## config.mk

```make
export PLATFORM = sky130hd
export DESIGN_NAME = mmio_gpio
export DESIGN_NICKNAME = d
export VERILOG_FILES = /design/src/rtl/gpio_pkg.sv /design/src/rtl/gpio_debounce.sv /design/src/rtl/mmio_gpio.sv
export SDC_FILE = /design/constraint.sdc
export NUM_CORES = 1
export LEC_CHECK = 0
export ABC_AREA = 1
export CORE_MARGIN = 3
export CORE_UTILIZATION = 40
export CTS_CLUSTER_DIAMETER = 200
export CTS_CLUSTER_SIZE = 28
export DETAILED_ROUTE_END_ITERATION = 8
export MAX_ROUTING_LAYER = met4
export PLACE_DENSITY = 0.65
export SETUP_SLACK_MARGIN = 0.15
export SYNTH_ARGS = -nofsm -noshare
export SYNTH_HDL_FRONTEND = slang
export SYNTH_HIERARCHICAL = 1
export SYNTH_SLANG_ARGS = --single-unit
```

## constraint.sdc

```tcl
create_clock -name clock -period 1.8 [get_ports clock]
set_input_delay 0.36 -clock clock [delete_from_list [all_inputs] [get_ports clock]]
set_output_delay 0.36 -clock clock [all_outputs]
set_load 0.005 [all_outputs]
```

## src/rtl/gpio_pkg.sv

```systemverilog
// Shared constants for the memory-mapped GPIO block: register offsets and bus width.
package gpio_pkg;

  localparam int GPIO_DW = 32;

  localparam logic [3:0] GPIO_SW_OFF      = 4'h0;
  localparam logic [3:0] GPIO_LED_OFF     = 4'h4;
  localparam logic [3:0] GPIO_EDGE_OFF    = 4'h8;
  localparam logic [3:0] GPIO_EDGE_EN_OFF = 4'hC;

endpackage

```

## src/rtl/gpio_debounce.sv

```systemverilog
// One switch bit: two-flop synchroniser, optional debounce counter (GPIO_DEBOUNCE_EN),
// and a one-cycle rising-edge pulse on the accepted (stable) value.
module gpio_debounce #(
  parameter int DB_CYCLES = 16
) (
  input  logic i_clock,
  input  logic i_reset,
  input  logic i_sw,
  output logic o_stable,
  output logic o_rise
);

  logic r_sync1;
  logic r_sync2;
  logic r_prev;
  logic w_stable;

  always_ff @(posedge i_clock or negedge i_reset) begin
    if (!i_reset) begin
      r_sync1 <= 1'b0;
      r_sync2 <= 1'b0;
    end else begin
      r_sync1 <= i_sw;
      r_sync2 <= r_sync1;
    end
  end

`ifdef GPIO_DEBOUNCE_EN
  localparam int CW = $clog2(DB_CYCLES);
  localparam logic [CW-1:0] TC = CW'(DB_CYCLES - 1);

  logic [CW-1:0] r_cnt;
  logic          r_stable;

  // Any cycle where the synced value agrees with stable restarts the qualification window.
  always_ff @(posedge i_clock or negedge i_reset) begin
    if (!i_reset) begin
      r_cnt    <= '0;
      r_stable <= 1'b0;
    end else if (r_sync2 == r_stable) begin
      r_cnt <= '0;
    end else if (r_cnt == TC) begin
      r_stable <= r_sync2;
      r_cnt    <= '0;
    end else begin
      r_cnt <= r_cnt + CW'(1);
    end
  end

  assign w_stable = r_stable;
`else
  logic w_unused_db;

  assign w_unused_db = (DB_CYCLES > 1);
  assign w_stable    = r_sync2;
`endif

  always_ff @(posedge i_clock or negedge i_reset) begin
    if (!i_reset) begin
      r_prev <= 1'b0;
    end else begin
      r_prev <= w_stable;
    end
  end

  assign o_stable = w_stable;
  assign o_rise   = w_stable & ~r_prev;

endmodule

```

## src/rtl/mmio_gpio.sv

```systemverilog
// Memory-mapped GPIO: debounced switches, LED register, sticky rising-edge flags with mask.
// Debounce counters are built only when GPIO_DEBOUNCE_EN is defined (see gpio_debounce).
module mmio_gpio
  import gpio_pkg::*;
#(
  parameter int SW_WIDTH  = 24,
  parameter int LED_WIDTH = 24,
  parameter int DB_CYCLES = 16
) (
  input  logic                 clock,
  input  logic                 reset,
  input  logic                 io_cs,
  input  logic                 io_read,
  input  logic                 io_write,
  input  logic [3:0]           addr,
  input  logic [GPIO_DW-1:0]   wdata,
  output logic [GPIO_DW-1:0]   rdata,
  input  logic [SW_WIDTH-1:0]  switch_i,
  output logic [LED_WIDTH-1:0] led_o,
  output logic                 edge_pending
);

  logic [3:0]           w_off;
  logic                 w_wr;
  logic                 w_rd;
  logic                 w_wr_led;
  logic                 w_wr_edge;
  logic                 w_wr_edge_en;
  logic [SW_WIDTH-1:0]  w_stable;
  logic [SW_WIDTH-1:0]  w_rise;
  logic [SW_WIDTH-1:0]  w_clr;
  logic [GPIO_DW-1:0]   w_sw_ext;
  logic [GPIO_DW-1:0]   w_led_ext;
  logic [GPIO_DW-1:0]   w_edge_ext;
  logic [GPIO_DW-1:0]   w_edge_en_ext;
  logic                 w_unused_bits;

  logic [LED_WIDTH-1:0] r_led;
  logic [SW_WIDTH-1:0]  r_edge;
  logic [SW_WIDTH-1:0]  r_edge_en;

  assign w_off         = {addr[3:2], 2'b00};
  assign w_wr          = io_cs & io_write;
  assign w_rd          = io_cs & io_read;
  assign w_wr_led      = w_wr && (w_off == GPIO_LED_OFF);
  assign w_wr_edge     = w_wr && (w_off == GPIO_EDGE_OFF);
  assign w_wr_edge_en  = w_wr && (w_off == GPIO_EDGE_EN_OFF);
  assign w_unused_bits = ^{addr[1:0], wdata};

  for (genvar g = 0; g < SW_WIDTH; g++) begin : g_sw
    gpio_debounce #(
      .DB_CYCLES(DB_CYCLES)
    ) u_db (
      .i_clock (clock),
      .i_reset (reset),
      .i_sw    (switch_i[g]),
      .o_stable(w_stable[g]),
      .o_rise  (w_rise[g])
    );
  end

  assign w_clr = w_wr_edge ? wdata[SW_WIDTH-1:0] : '0;

  always_ff @(posedge clock or negedge reset) begin
    if (!reset) begin
      r_led     <= '0;
      r_edge_en <= '0;
    end else begin
      if (w_wr_led) begin
        r_led <= wdata[LED_WIDTH-1:0];
      end
      if (w_wr_edge_en) begin
        r_edge_en <= wdata[SW_WIDTH-1:0];
      end
    end
  end

  // A new rising edge is ORed in after the clear, so it survives a same-cycle W1C.
  always_ff @(posedge clock or negedge reset) begin
    if (!reset) begin
      r_edge <= '0;
    end else begin
      r_edge <= (r_edge & ~w_clr) | w_rise;
    end
  end

  always_comb begin
    w_sw_ext      = '0;
    w_led_ext     = '0;
    w_edge_ext    = '0;
    w_edge_en_ext = '0;
    w_sw_ext[SW_WIDTH-1:0]       = w_stable;
    w_led_ext[LED_WIDTH-1:0]     = r_led;
    w_edge_ext[SW_WIDTH-1:0]     = r_edge;
    w_edge_en_ext[SW_WIDTH-1:0]  = r_edge_en;
  end

  always_comb begin
    rdata = '0;
    if (w_rd) begin
      case (w_off)
        GPIO_SW_OFF:      rdata = w_sw_ext;
        GPIO_LED_OFF:     rdata = w_led_ext;
        GPIO_EDGE_OFF:    rdata = w_edge_ext;
        GPIO_EDGE_EN_OFF: rdata = w_edge_en_ext;
        default:          rdata = '0;
      endcase
    end
  end

  assign led_o        = r_led;
  assign edge_pending = |(r_edge & r_edge_en);

endmodule

```

Word-level counts from Yosys, hierarchy flattened

Index checks and enable logic that the tools add are counted.

Input bits: 65
Word-level logic and storage cells: 140
Register bits: 144

Bitwise logic cells: 54
Eq/ne operators: 3
Reductions and logical operators: 5
Mux-type cells: 3

Operator list:

| operator             | number |
|---|---|
| $pmux W24 S4         | 1 |
| $and A24 B24 Y24     | 2 |
| $mux W24             | 2 |
| $and A1 B1 Y1        | 26 |
| $not A1 Y1           | 24 |
| $not A24 Y24         | 1 |
| $or A24 B24 Y24      | 1 |
| $reduce_or A24 Y1    | 1 |
| $eq A2 B2 Y1 const B | 2 |
| $logic_not A4 Y1     | 1 |
| $logic_and A1 B1 Y1  | 3 |
| $eq A2 B1 Y1 const B | 1 |

Longest topological paths before layout

Gate-level depths: netlist of the first run.

Word-level depth: 6
Mapped depth: 7

By module

The synthesis of the first run kept the hierarchy.

Modules (own cells, without submodules):

| module        | sequential area each (um2) | area an instance (um2) | cells an instance | times used |
|---|---|---|---|---|
| mmio_gpio     | 1801.7                     | 3782.4                 | 542               | 1 |
| gpio_debounce | 75.1                       | 85.1                   | 5                 | 24 |

Worst setup path after synthesis of the first run

Ideal clock, no wire load.

Path type: input port to output port
Start: input addr[2]
End: output rdata[10]
Arrival time: 1.056 ns
Setup slack: 0.384 ns
Path buffers: 1
Stages: 6
Path through: nor2_1 -> buf_2 -> nand2_1 -> nand2_1 -> nor2_1 -> nor2_1

Cells in the longest elaborated chain, start to end: 3
Elaborated cells on any way between the ends: 6
Classes of those cells: 3 x eq/ne; 2 x mux; 1 x reduce/logical

RTL lines:

| what                                       | RTL line         | RTL |
|---|---|---|
| start: declaration                         | mmio_gpio.sv:15  | `input logic [3:0] addr,` |
| $eq A2 B2 Y1, or another cell as far along | mmio_gpio.sv:101 | `case (w_off)` |
| $pmux W24 S4 (*)                           | mmio_gpio.sv:101 |  |
| $mux W24 (*)                               | mmio_gpio.sv:100 | `if (w_rd) begin` |
| end: declaration                           | mmio_gpio.sv:17  | `output logic [GPIO_DW-1:0] rdata,` |

Every way passes the cells marked *; elsewhere a longest branch is shown, timed or not.

Worst setup path after layout of the first run

Start: input addr[2]
End: output rdata[14]

The elaborated chain is that of the path after synthesis.

==> results.md, run 1 <==
- Status: finished, violations left
- Violated checks: setup timing
- Reg2reg setup slack: between 0.9 and 1 ns
- Most instantiated library cell after synthesis: nand2_1
- Vias per cell: 4.636
- Share of cells above drive strength 1: 0.1848
- CP Capture Type: output pin
- CTS Root Cell: clkbuf_16
- Post-route ant nets: 0
- H-tree levels: 4
- Worst path cell trace: buf_6 > buf_6 > nor2_4 > buf_12 > buf_12 > buf_6 > nand2_1 > o21ai_1 > nor2_1 > nor2_1 > buf_2
- Hold Startpoint: g_sw[13].u_db/r_sync1
- Maximum clock insertion buffer count: 2
- Total track usage: 0.1970
- Sequential Area: ~3600 um^2
- Fin. max-slew vios: 0
- RR Startpoint: r_edge_en[4]
- Total power: 8.872 mW
- Yosys top cell area share: 0.6187
- Netlist cell types: 14
- Critical Path Start: addr[2]
- Critical Path Slowest Stage Cell: nor2_4
- Slew headroom: 0.6384
- FFs w/ async S/R, synth: 1.000
- Post-DR wirelength/cell: 14.58 um
- Max cap viols: 0
- CTS tree: yes
- Pre-antenna DRT Iters: 5
- PD cells: 1098 nW/um^2
- Vias in the first global route: roughly 5000
- Diode count: 0
- Initial DRC Count: about 310
- Pleak: 4.017 nW
- First-pass GRT wire length: about 24 mm
- Input/output buffers: 103
- Cell total after placement: 951
- Internal power: 6.688 mW
- Row cnt: 43
- Area of the multi-input gates: ~1700 um^2
- RSZ-0062 raised after global routing: yes
- Area delta synth->final: 38.73%
- Required @ worst endpoint: about 1.4 ns
- Psw: ~2.2 mW
- Residual DRC: 0
- Fin crit period: between 1.5 and 2 ns
- Clock Sinks: approximately 140
- Fin. Hold Viols: 0
- Most used cell, CP: buf_6
- Initial antenna violation count: 0
- Synth area leader: dfrtp_1
- Ports: 122
- Warnings from Yosys: 6
- Post-route insts no fill: 1008
- Worst-Margin Slew: around 0.54 ns
- CORE AREA: ~14000 um^2
- Vias: 4673
- Starting Density: 0.4148
- Synthesized area: 5824 um^2
- Register area share after synthesis: 0.6187
- Setup Viol. Count Final: 22
- Combinational share of power: 0.135
- Die area: between 15000 and 20000 um^2
- Max rail drop VDD: between 0.6 and 0.7 mV
- Tcrit/Tclk final: 1.075
- Worst-path fanout max: 4
- Die Y: between 100 and 150 um
- Switch share: 0.2461
- Pin count of the biggest net entering global routing: 55
- CP Class: input port to output pin
- GPL Wtd Cong: 0.8787
- Die W: approximately 130 um
- Worst skew pair latency: 0.42 ns
- Hold Path Class: flip-flop to flip-flop
- Slowest stage delay, CP: between 0.2 and 0.25 ns
- Synth Area per Inst: 8.798 um^2
- Top cells by count, synth: nand2_1, dfrtp_1, inv_1
- Overall routed net length: between 10 and 15 mm
- Final setup margin: -0.1344 ns
- Clock buffer count from CTS: 17
- Sequential fraction of design power: 0.426
- Clk slew on worst S/H paths: approximately 0.06 ns
- Top post-synthesis cells by area: dfrtp_1, nand2_1, o21ai_0, inv_1, nor2_1
- Synthesis-stage register bit count: 144
- Clock Skew: ~0.0088 ns
- Post-synth EDFFs: 0
- Worst Path Arrival: between 1.5 and 2 ns
- DPL Wire Length: between 9 and 10 mm
- Main flop type after synthesis: dfrtp_1
- Nets@finish: ~900
- Fill cells: 1196
- Remaining Overflow, GRT: 0
- Mapped Cells: between 600 and 700
- Clock group share of total power: 0.439
- Fmax: 0.5170 GHz
- CP Launch Type: input port
-- final timing paths --
kind | end | cells after the start
worst max-delay path | rdata[14] | 11
worst min-delay path | g_sw[13].u_db/o_stable | 0
worst max register to register | r_edge_en[4] | 3
worst min register to register | g_sw[13].u_db/o_stable | 0
max in group asynchronous | g_sw[14].u_db/o_stable | 3
min in group asynchronous | g_sw[16].u_db/r_sync1 | 2
-- cell usage in the layout (no fill, tap or decap) --
master	n
dlygate4sd3_1	1
nor2_1	51
clkbuf_8	2
dlygate4sd2_1	25
clkdlybuf4s50_1	51
nor2_2	27
o21ai_1	17
clkbuf_2	2
inv_1	98
buf_4	31
nand4_1	2
nand2_2	6
buf_16	1
inv_2	1
conb_1	8
inv_6	3
bufinv_16	5
buf_12	11
nand2_1	202
nor2_4	4
clkbuf_1	1
clkinv_2	1
o21ai_2	4
dfrtp_1	144
clkbuf_16	17
o21ai_0	75
clkinvlp_4	3
buf_2	23
buf_6	12
-- power groups by stage --
stage                     clock network, mW  logic (mW)  registers, mW
after floorplan                           0       0.522           3.79
after global placement                    0        1.17           3.82
after detailed placement                  0        1.19           3.84
after CTS                              3.97        1.19           3.78
after global routing                   4.13        1.35           3.82
final                                  3.90        1.19           3.78
-- sequential cells by signal (all words and copies together), names as in the netlist --
signal              cells
g_sw.u_db/o_stable     24
g_sw.u_db/r_prev       24
g_sw.u_db/r_sync1      24
led_o                  24
r_edge                 24
r_edge_en              24
-- kinds of logic (layout without fill, tap and decap cells) --
group / count (synthesis) / count (layout) / synth area share
AO/OA/AOI/OAI: 96 / 96 / 0.08249
flip-flops: 144 / 144 / 0.6187
buffers and inverters: 129 / 288 / 0.09581
AND/OR/NAND/NOR: 292 / 292 / 0.2024
other: 1 / 8 / 0.0006439
-- metrics by stage --
| stage | utilization | worst slack, ns | hold WS, ns | setup TNS, ns | instance area [um^2] |
|---|---|---|---|---|---|
| after detailed placement | 0.5172 | -0.7307 | 0.3347 | -19.46 | 7262 |
| final | 0.5754 | -0.1344 | 0.3461 | -1.645 | 8080 |
| after global routing | 0.5754 | -0.1984 | 0.3498 | -3.465 | 8080 |
| after CTS | 0.5734 | -0.1036 | 0.3485 | -1.416 | 8051 |
| after floorplan | - | 0.3841 | 0.06441 | 0 | 5851 |
| after global placement | 0.5172 | -0.7185 | 0.3324 | -17.53 | 7262 |
-- layout make-up --
class / instances / share of cell area
Multi-Input combinational cell: 396 / 0.2152
Sequential cell: 144 / 0.4460
Clock buffer: 20 / 0.05652
Inverter: 99 / 0.04599
Tap cell: 180 / 0.02787
Timing Repair Buffer: 157 / 0.1832
Clock inverter: 12 / 0.02524
-- what timing repair did --
item | CTS | global route
resized for setup | 144 | 21
hold endpoints to repair | 48 | 0
hold buffers | 1 | 0
buffers inserted | 20 | 2
endpoints found under the setup margin | 49 | 25
cloned | 2 | 0
pin swaps | 22 | 23
-- per-layer routing --
metal | vias to the layer above | wire (um) | global-route usage
met5 | - | 0 | -
met4 | 0 | 177 | 0.07192
met3 | 12 | 680 | 0.05179
li1 | 2285 | - | -
met2 | 133 | 7321 | 0.3120
met1 | 2243 | 6515 | 0.2452
-- worst max-delay path: cells and delay by family --
kind | cells | cell delay (ns)
simple gates | 4 | 0.45
buf+inv | 6 | 0.67
compound gates | 1 | 0.07
Note: power is estimated with default switching activity, not from simulation.
==> run 2, diff against run 1 <==
CAP_MARGIN = 40   (was default)
==> results of run 2 <==
No change in the layout: final DEF, timing and power equal those of run 1.
